File: src/rtl/axil_led_regs.sv
`default_nettype none
// ============================================================================
// Module      : axil_led_regs
// Description : AXI4-Lite register bank with ID, scratch, LED control and
//               status counters. Drives the board LEDs from a free-running
//               heartbeat counter or from a software-written value.
// Optional    : define AXIL_LED_REGS_DIMMER_EN to add a DIMMER register at
//               0x14 and an 8-bit PWM that gates the LED outputs.
// Ports       : clk, resetn (async, active-low)
//               s_axil_aw* / s_axil_w* / s_axil_b*  : write channels
//               s_axil_ar* / s_axil_r*              : read channels
//               led[7:0]                            : registered LED drive
// Revision    : 1.0 - initial release
// ============================================================================
module axil_led_regs #(
  parameter int          ADDR_W   = 12,
  parameter logic [31:0] ID_VALUE = 32'hA71E_0001
) (
  input  logic              clk,
  input  logic              resetn,
  input  logic [ADDR_W-1:0] s_axil_awaddr,
  input  logic              s_axil_awvalid,
  output logic              s_axil_awready,
  input  logic [31:0]       s_axil_wdata,
  input  logic [3:0]        s_axil_wstrb,
  input  logic              s_axil_wvalid,
  output logic              s_axil_wready,
  output logic [1:0]        s_axil_bresp,
  output logic              s_axil_bvalid,
  input  logic              s_axil_bready,
  input  logic [ADDR_W-1:0] s_axil_araddr,
  input  logic              s_axil_arvalid,
  output logic              s_axil_arready,
  output logic [31:0]       s_axil_rdata,
  output logic [1:0]        s_axil_rresp,
  output logic              s_axil_rvalid,
  input  logic              s_axil_rready,
  output logic [7:0]        led
);

  localparam int               IDX_W      = ADDR_W - 2;
  localparam logic [IDX_W-1:0] IDX_ID     = IDX_W'(0);
  localparam logic [IDX_W-1:0] IDX_SCRATCH= IDX_W'(1);
  localparam logic [IDX_W-1:0] IDX_CTRL   = IDX_W'(2);
  localparam logic [IDX_W-1:0] IDX_FREE   = IDX_W'(3);
  localparam logic [IDX_W-1:0] IDX_WRCNT  = IDX_W'(4);
  localparam logic [IDX_W-1:0] IDX_DIMMER = IDX_W'(5);
  localparam logic [1:0]       RESP_OKAY  = 2'b00;
  localparam logic [1:0]       RESP_SLVERR= 2'b10;

  typedef enum logic [0:0] {W_IDLE = 1'b0, W_RESP = 1'b1} w_state_t;
  typedef enum logic [0:0] {R_IDLE = 1'b0, R_DATA = 1'b1} r_state_t;

  w_state_t    w_state;
  r_state_t    r_state;

  logic [31:0] scratch;
  logic        mode;
  logic [7:0]  sw_led;
  logic [31:0] free_count;
  logic [31:0] wr_count;

  logic [IDX_W-1:0] wr_idx;
  logic [IDX_W-1:0] rd_idx;
  logic             wr_fire;
  logic             rd_fire;
  logic             wr_mapped;
  logic             rd_mapped;
  logic [31:0]      rd_value;
  logic [7:0]       led_next;

  // Byte-lane select bits carry no information for word registers.
  logic unused_addr_bits;
  assign unused_addr_bits = ^{s_axil_awaddr[1:0], s_axil_araddr[1:0]};

  assign wr_idx    = s_axil_awaddr[ADDR_W-1:2];
  assign rd_idx    = s_axil_araddr[ADDR_W-1:2];
  assign wr_mapped = (wr_idx <= IDX_DIMMER);
  assign rd_mapped = (rd_idx <= IDX_DIMMER);

  // AW and W are taken together; a lone channel waits for its partner.
  // Ready is held low during reset so nothing is acknowledged then.
  assign wr_fire        = resetn && (w_state == W_IDLE) && s_axil_awvalid && s_axil_wvalid;
  assign s_axil_awready = wr_fire;
  assign s_axil_wready  = wr_fire;

  assign rd_fire        = resetn && (r_state == R_IDLE) && s_axil_arvalid;
  assign s_axil_arready = rd_fire;

`ifdef AXIL_LED_REGS_DIMMER_EN
  logic [7:0] duty;
  logic [7:0] pwm_cnt;
  logic       pwm_on;

  assign pwm_on = (duty == 8'hFF) || (pwm_cnt < duty);

  always_ff @(posedge clk or negedge resetn) begin
    if (!resetn) begin
      duty    <= 8'hFF;
      pwm_cnt <= 8'h00;
    end else begin
      pwm_cnt <= pwm_cnt + 8'd1;
      if (wr_fire && (wr_idx == IDX_DIMMER) && s_axil_wstrb[0]) begin
        duty <= s_axil_wdata[7:0];
      end
    end
  end
`endif

  // Read mux uses current register contents, so a same-cycle write to the
  // same offset is not visible to the read.
  always_comb begin
    rd_value = 32'h0;
    case (rd_idx)
      IDX_ID:      rd_value = ID_VALUE;
      IDX_SCRATCH: rd_value = scratch;
      IDX_CTRL:    rd_value = {16'h0, sw_led, 7'h0, mode};
      IDX_FREE:    rd_value = free_count;
      IDX_WRCNT:   rd_value = wr_count;
`ifdef AXIL_LED_REGS_DIMMER_EN
      IDX_DIMMER:  rd_value = {24'h0, duty};
`endif
      default:     rd_value = 32'h0;
    endcase
  end

  always_comb begin
    led_next = mode ? sw_led : free_count[31:24];
`ifdef AXIL_LED_REGS_DIMMER_EN
    led_next = led_next & {8{pwm_on}};
`endif
  end

  // Register file and counters.
  always_ff @(posedge clk or negedge resetn) begin
    if (!resetn) begin
      scratch    <= 32'h0;
      mode       <= 1'b0;
      sw_led     <= 8'h0;
      free_count <= 32'h0;
      wr_count   <= 32'h0;
      led        <= 8'h0;
    end else begin
      free_count <= free_count + 32'd1;
      led        <= led_next;
      if (wr_fire && wr_mapped) begin
        wr_count <= wr_count + 32'd1;
        if (wr_idx == IDX_SCRATCH) begin
          for (int b = 0; b < 4; b++) begin
            if (s_axil_wstrb[b]) scratch[8*b +: 8] <= s_axil_wdata[8*b +: 8];
          end
        end
        if (wr_idx == IDX_CTRL) begin
          if (s_axil_wstrb[0]) mode   <= s_axil_wdata[0];
          if (s_axil_wstrb[1]) sw_led <= s_axil_wdata[15:8];
        end
      end
    end
  end

  // Write response FSM.
  always_ff @(posedge clk or negedge resetn) begin
    if (!resetn) begin
      w_state       <= W_IDLE;
      s_axil_bvalid <= 1'b0;
      s_axil_bresp  <= RESP_OKAY;
    end else begin
      case (w_state)
        W_IDLE: begin
          if (wr_fire) begin
            s_axil_bvalid <= 1'b1;
            s_axil_bresp  <= wr_mapped ? RESP_OKAY : RESP_SLVERR;
            w_state       <= W_RESP;
          end
        end
        W_RESP: begin
          if (s_axil_bready) begin
            s_axil_bvalid <= 1'b0;
            w_state       <= W_IDLE;
          end
        end
        default: w_state <= W_IDLE;
      endcase
    end
  end

  // Read data FSM.
  always_ff @(posedge clk or negedge resetn) begin
    if (!resetn) begin
      r_state       <= R_IDLE;
      s_axil_rvalid <= 1'b0;
      s_axil_rdata  <= 32'h0;
      s_axil_rresp  <= RESP_OKAY;
    end else begin
      case (r_state)
        R_IDLE: begin
          if (rd_fire) begin
            s_axil_rvalid <= 1'b1;
            s_axil_rdata  <= rd_value;
            s_axil_rresp  <= rd_mapped ? RESP_OKAY : RESP_SLVERR;
            r_state       <= R_DATA;
          end
        end
        R_DATA: begin
          if (s_axil_rready) begin
            s_axil_rvalid <= 1'b0;
            r_state       <= R_IDLE;
          end
        end
        default: r_state <= R_IDLE;
      endcase
    end
  end

endmodule
`default_nettype wire

File: config.mk
export PLATFORM = sky130hd
export DESIGN_NAME = axil_led_regs
export DESIGN_NICKNAME = d
export VERILOG_FILES = /design/src/rtl/axil_led_regs.sv
export SDC_FILE = /design/constraint.sdc
export NUM_CORES = 1
export LEC_CHECK = 0
export CORE_ASPECT_RATIO = 1.1
export CORE_MARGIN = 2
export CORE_UTILIZATION = 53
export DETAILED_ROUTE_END_ITERATION = 16
export HOLD_SLACK_MARGIN = 0.06
export PLACE_DENSITY = 0.88
export SLEW_MARGIN = 0
export SYNTH_ARGS = -nofsm -noshare
export SYNTH_HDL_FRONTEND = slang
export SYNTH_SLANG_ARGS = --single-unit
File: constraint.sdc
create_clock -name clk -period 2.77 [get_ports clk]
set_input_delay 0.554 -clock clk [delete_from_list [all_inputs] [get_ports clk]]
set_output_delay 0.554 -clock clk [all_outputs]
set_load 0.01 [all_outputs]
==> metrics.cfg <==
[route]
antenna_left=0
via_count=5672
drc_errors=0
finalWirelength_um=19600
dr.pass1.iters=6
post_drt_wl_per_cell_um=21.8
drt_iter0_drc=488
vias_per_cell=6.30

[synthesis]
synth_ff_type=dfrtp_1
ys_seq_elements=151
synthArstFlopShare_pct=100
yosys-top-cells-area=dfrtp_1 (53%), mux2_2 (7.7%), xor2_1 (5.4%), a22o_1 (4.4%), mux2i_1 (3.1%)
yosysTopAreaCell=dfrtp_1
yosysMostFrequentCell=dfrtp_1
synth_edf_count=0
synth_area_per_cell_um2=11.8
synthDistinctLibCells=49
synth_cells=605
synth_top_area_share_pct=53.0
yosysWarnings=0
ys_seq_area_share_pct=53.0
ys_top_cells_by_count=dfrtp_1 (151), mux2_2 (49), xor2_1 (44)
synth_area_mm2=0.00713

[finish]
fin_area_mm2=0.00908
area_growth_pct=27.3
drive_gt1_share_pct=16.0
finalNonFillerCells=900
layout.nets=795
fillers=893
n_antenna_cell=0

[critical_path]
crit_slowest_cell=clkdlybuf4s50_1
path_buf_inv=2
worst_setup_path_start_kind=primary input
critical_path_peak_fanout=6
slowest_delay_ps=600
timing.critical_path.mode_cell=clkdlybuf4s50_1
path_class=in2out
cp.required_ps=2220
crit_arrival_ps=1980
critPathTopFamily=buffers and inverters
cp_cell_sequence=clkdlybuf4s50_1, and4b_1, clkdlybuf4s50_1
endpoint_kind=output pin

[clock_tree]
clock_sinks=151
post-cts-setup-buffer-count=0
ctsLongestPathBuffers=2
cts_htree_levels=4
cts_buffers=17
cts_tree=yes
cts_resized=0
cts_hold_buf=0
path_clk_slew_ps=60
cts-root-buf=clkbuf_16
clock_latency_ps=430

[placement]
post-place-cells=868
gp_congestion=0.896
place.detailed.hpwl_um=14000
io_buffers=109
placed_area_mm2=0.00849

[sta]
worst_slew_pin_slew_ps=846
clock-skew-final_ps=8.45
relSlewSlack_pct=43.6
fin_crit_ps=2530
setup_viol=0
rsz0062_at_grt=no
slew_violations=0
fmax_mhz=395
setup_tns_ps=0
finalCritPeriodShare_pct=91.5
finalHoldViolCount=0

[floorplan]
core_area_mm2=0.0132
die_h_um=126
io_pins=116
num_rows=44
dieArea_mm2=0.0144
start_util_pct=54.2
die_w_um=115

[outcome]
status=complete, no violations

[grt]
first_global_vias=5847
grt_first_pass_wirelength_um=31400
grtUsageTotal_pct=28.6
grt_overflow=0
antenna_found_initial=1
grt_max_degree=68

[power_and_ir_drop]
irDropWorstVdd_v=0.000375
p_leak_nw=4.23
power.density_mw_per_mm2=530

[run]
cap_viol_max_count=0

[hold_path]
hold_class=in2async

[state kept, by name, indices dropped and copies added (netlist names)]
register       cells
s_axil_rresp       1
free_count        32
mode               1
led                8
r_state            1
wr_count          32
s_axil_rdata      32
sw_led             8
s_axil_bresp       1
s_axil_rvalid      1
w_state            1
s_axil_bvalid      1
scratch           32
[per-stage QoR]
stage | setup slack [ps] | power [W] | util, % | hold WS, ps
6_report | 236 | 0.00482 | 69.0 | 233
2_1_floorplan | 650 | 0.00237 | - | 258
3_3_place_gp | 105 | 0.00256 | 64.5 | 450
5_1_grt | 194 | 0.00494 | 69.0 | 270
4_1_cts | 222 | 0.00484 | 69.0 | 246
3_5_place_dp | 36.1 | 0.00257 | 64.5 | 460
[power breakdown]
group          switching, W  total (W)  leakage, nW  internal (W)
sequential       0.00000979    0.00223         2.07       0.00222
clock              0.000915    0.00228        0.278       0.00137
combinational      0.000161   0.000303         1.88      0.000143
total               0.00109    0.00482         4.23       0.00373
[area by class of cell]
| type | instances | area, um^2 | share of cell area [%] |
|---|---|---|---|
| Tap cell | 161 | 201 | 2.22 |
| Inverter | 21 | 78.8 | 0.868 |
| Sequential cell | 151 | 3780 | 41.6 |
| Timing Repair Buffer | 137 | 1320 | 14.5 |
| Clock buffer | 20 | 457 | 5.03 |
| Multi-Input combinational cell | 398 | 3120 | 34.4 |
| Clock inverter | 12 | 128 | 1.41 |
[cell families after synthesis]
family	Yosys count	synth area share, %
buffers and inverters	57	3.44
xor gates and xnor gates	61	7.49
and+or+nand+nor	171	14.6
muxes	71	10.8
adders and majority gates	2	0.351
DFF	151	53.0
AOI/OAI and AO/OA	91	10.3
other	1	0.0526
[worst paths after layout]
kind                                               start                        to  slack, ps  depth (start not counted)
worst max-delay path                       s_axil_wvalid            s_axil_awready        240                          3
worst min-delay path                              resetn   free_count[9]$_DFF_PN0_        230                          2
worst max register to register   wr_count[2]$_DFFE_PN0P_  wr_count[18]$_DFFE_PN0P_        650                          4
worst min register to register  wr_count[31]$_DFFE_PN0P_  wr_count[31]$_DFFE_PN0P_        470                          1
max in group asynchronous                         resetn  free_count[10]$_DFF_PN0_       1550                          3
min in group clk                wr_count[31]$_DFFE_PN0P_  wr_count[31]$_DFFE_PN0P_        470                          1
[cell usage in the layout, fill, tap and decap left out, drive strengths merged, types with 20 or more instances in the layout]
master,n
mux2i,22
xor2,44
mux2,49
nor4,25
clkbuf,20
buf,29
nand2,29
nor3,22
clkdlybuf4s50,108
inv,21
a22o,36
dfrtp,151
[routing by layer]
layer | track usage (%) | up-vias | share of wire [%]
li1 | - | 2461 | -
met2 | 47.1 | 324 | 50
met5 | 0 | - | 0
met4 | 9.90 | 0 | 2.9
met3 | 6.83 | 52 | 7.8
met1 | 37.1 | 2835 | 40
(Power assumes the default switching activity.)
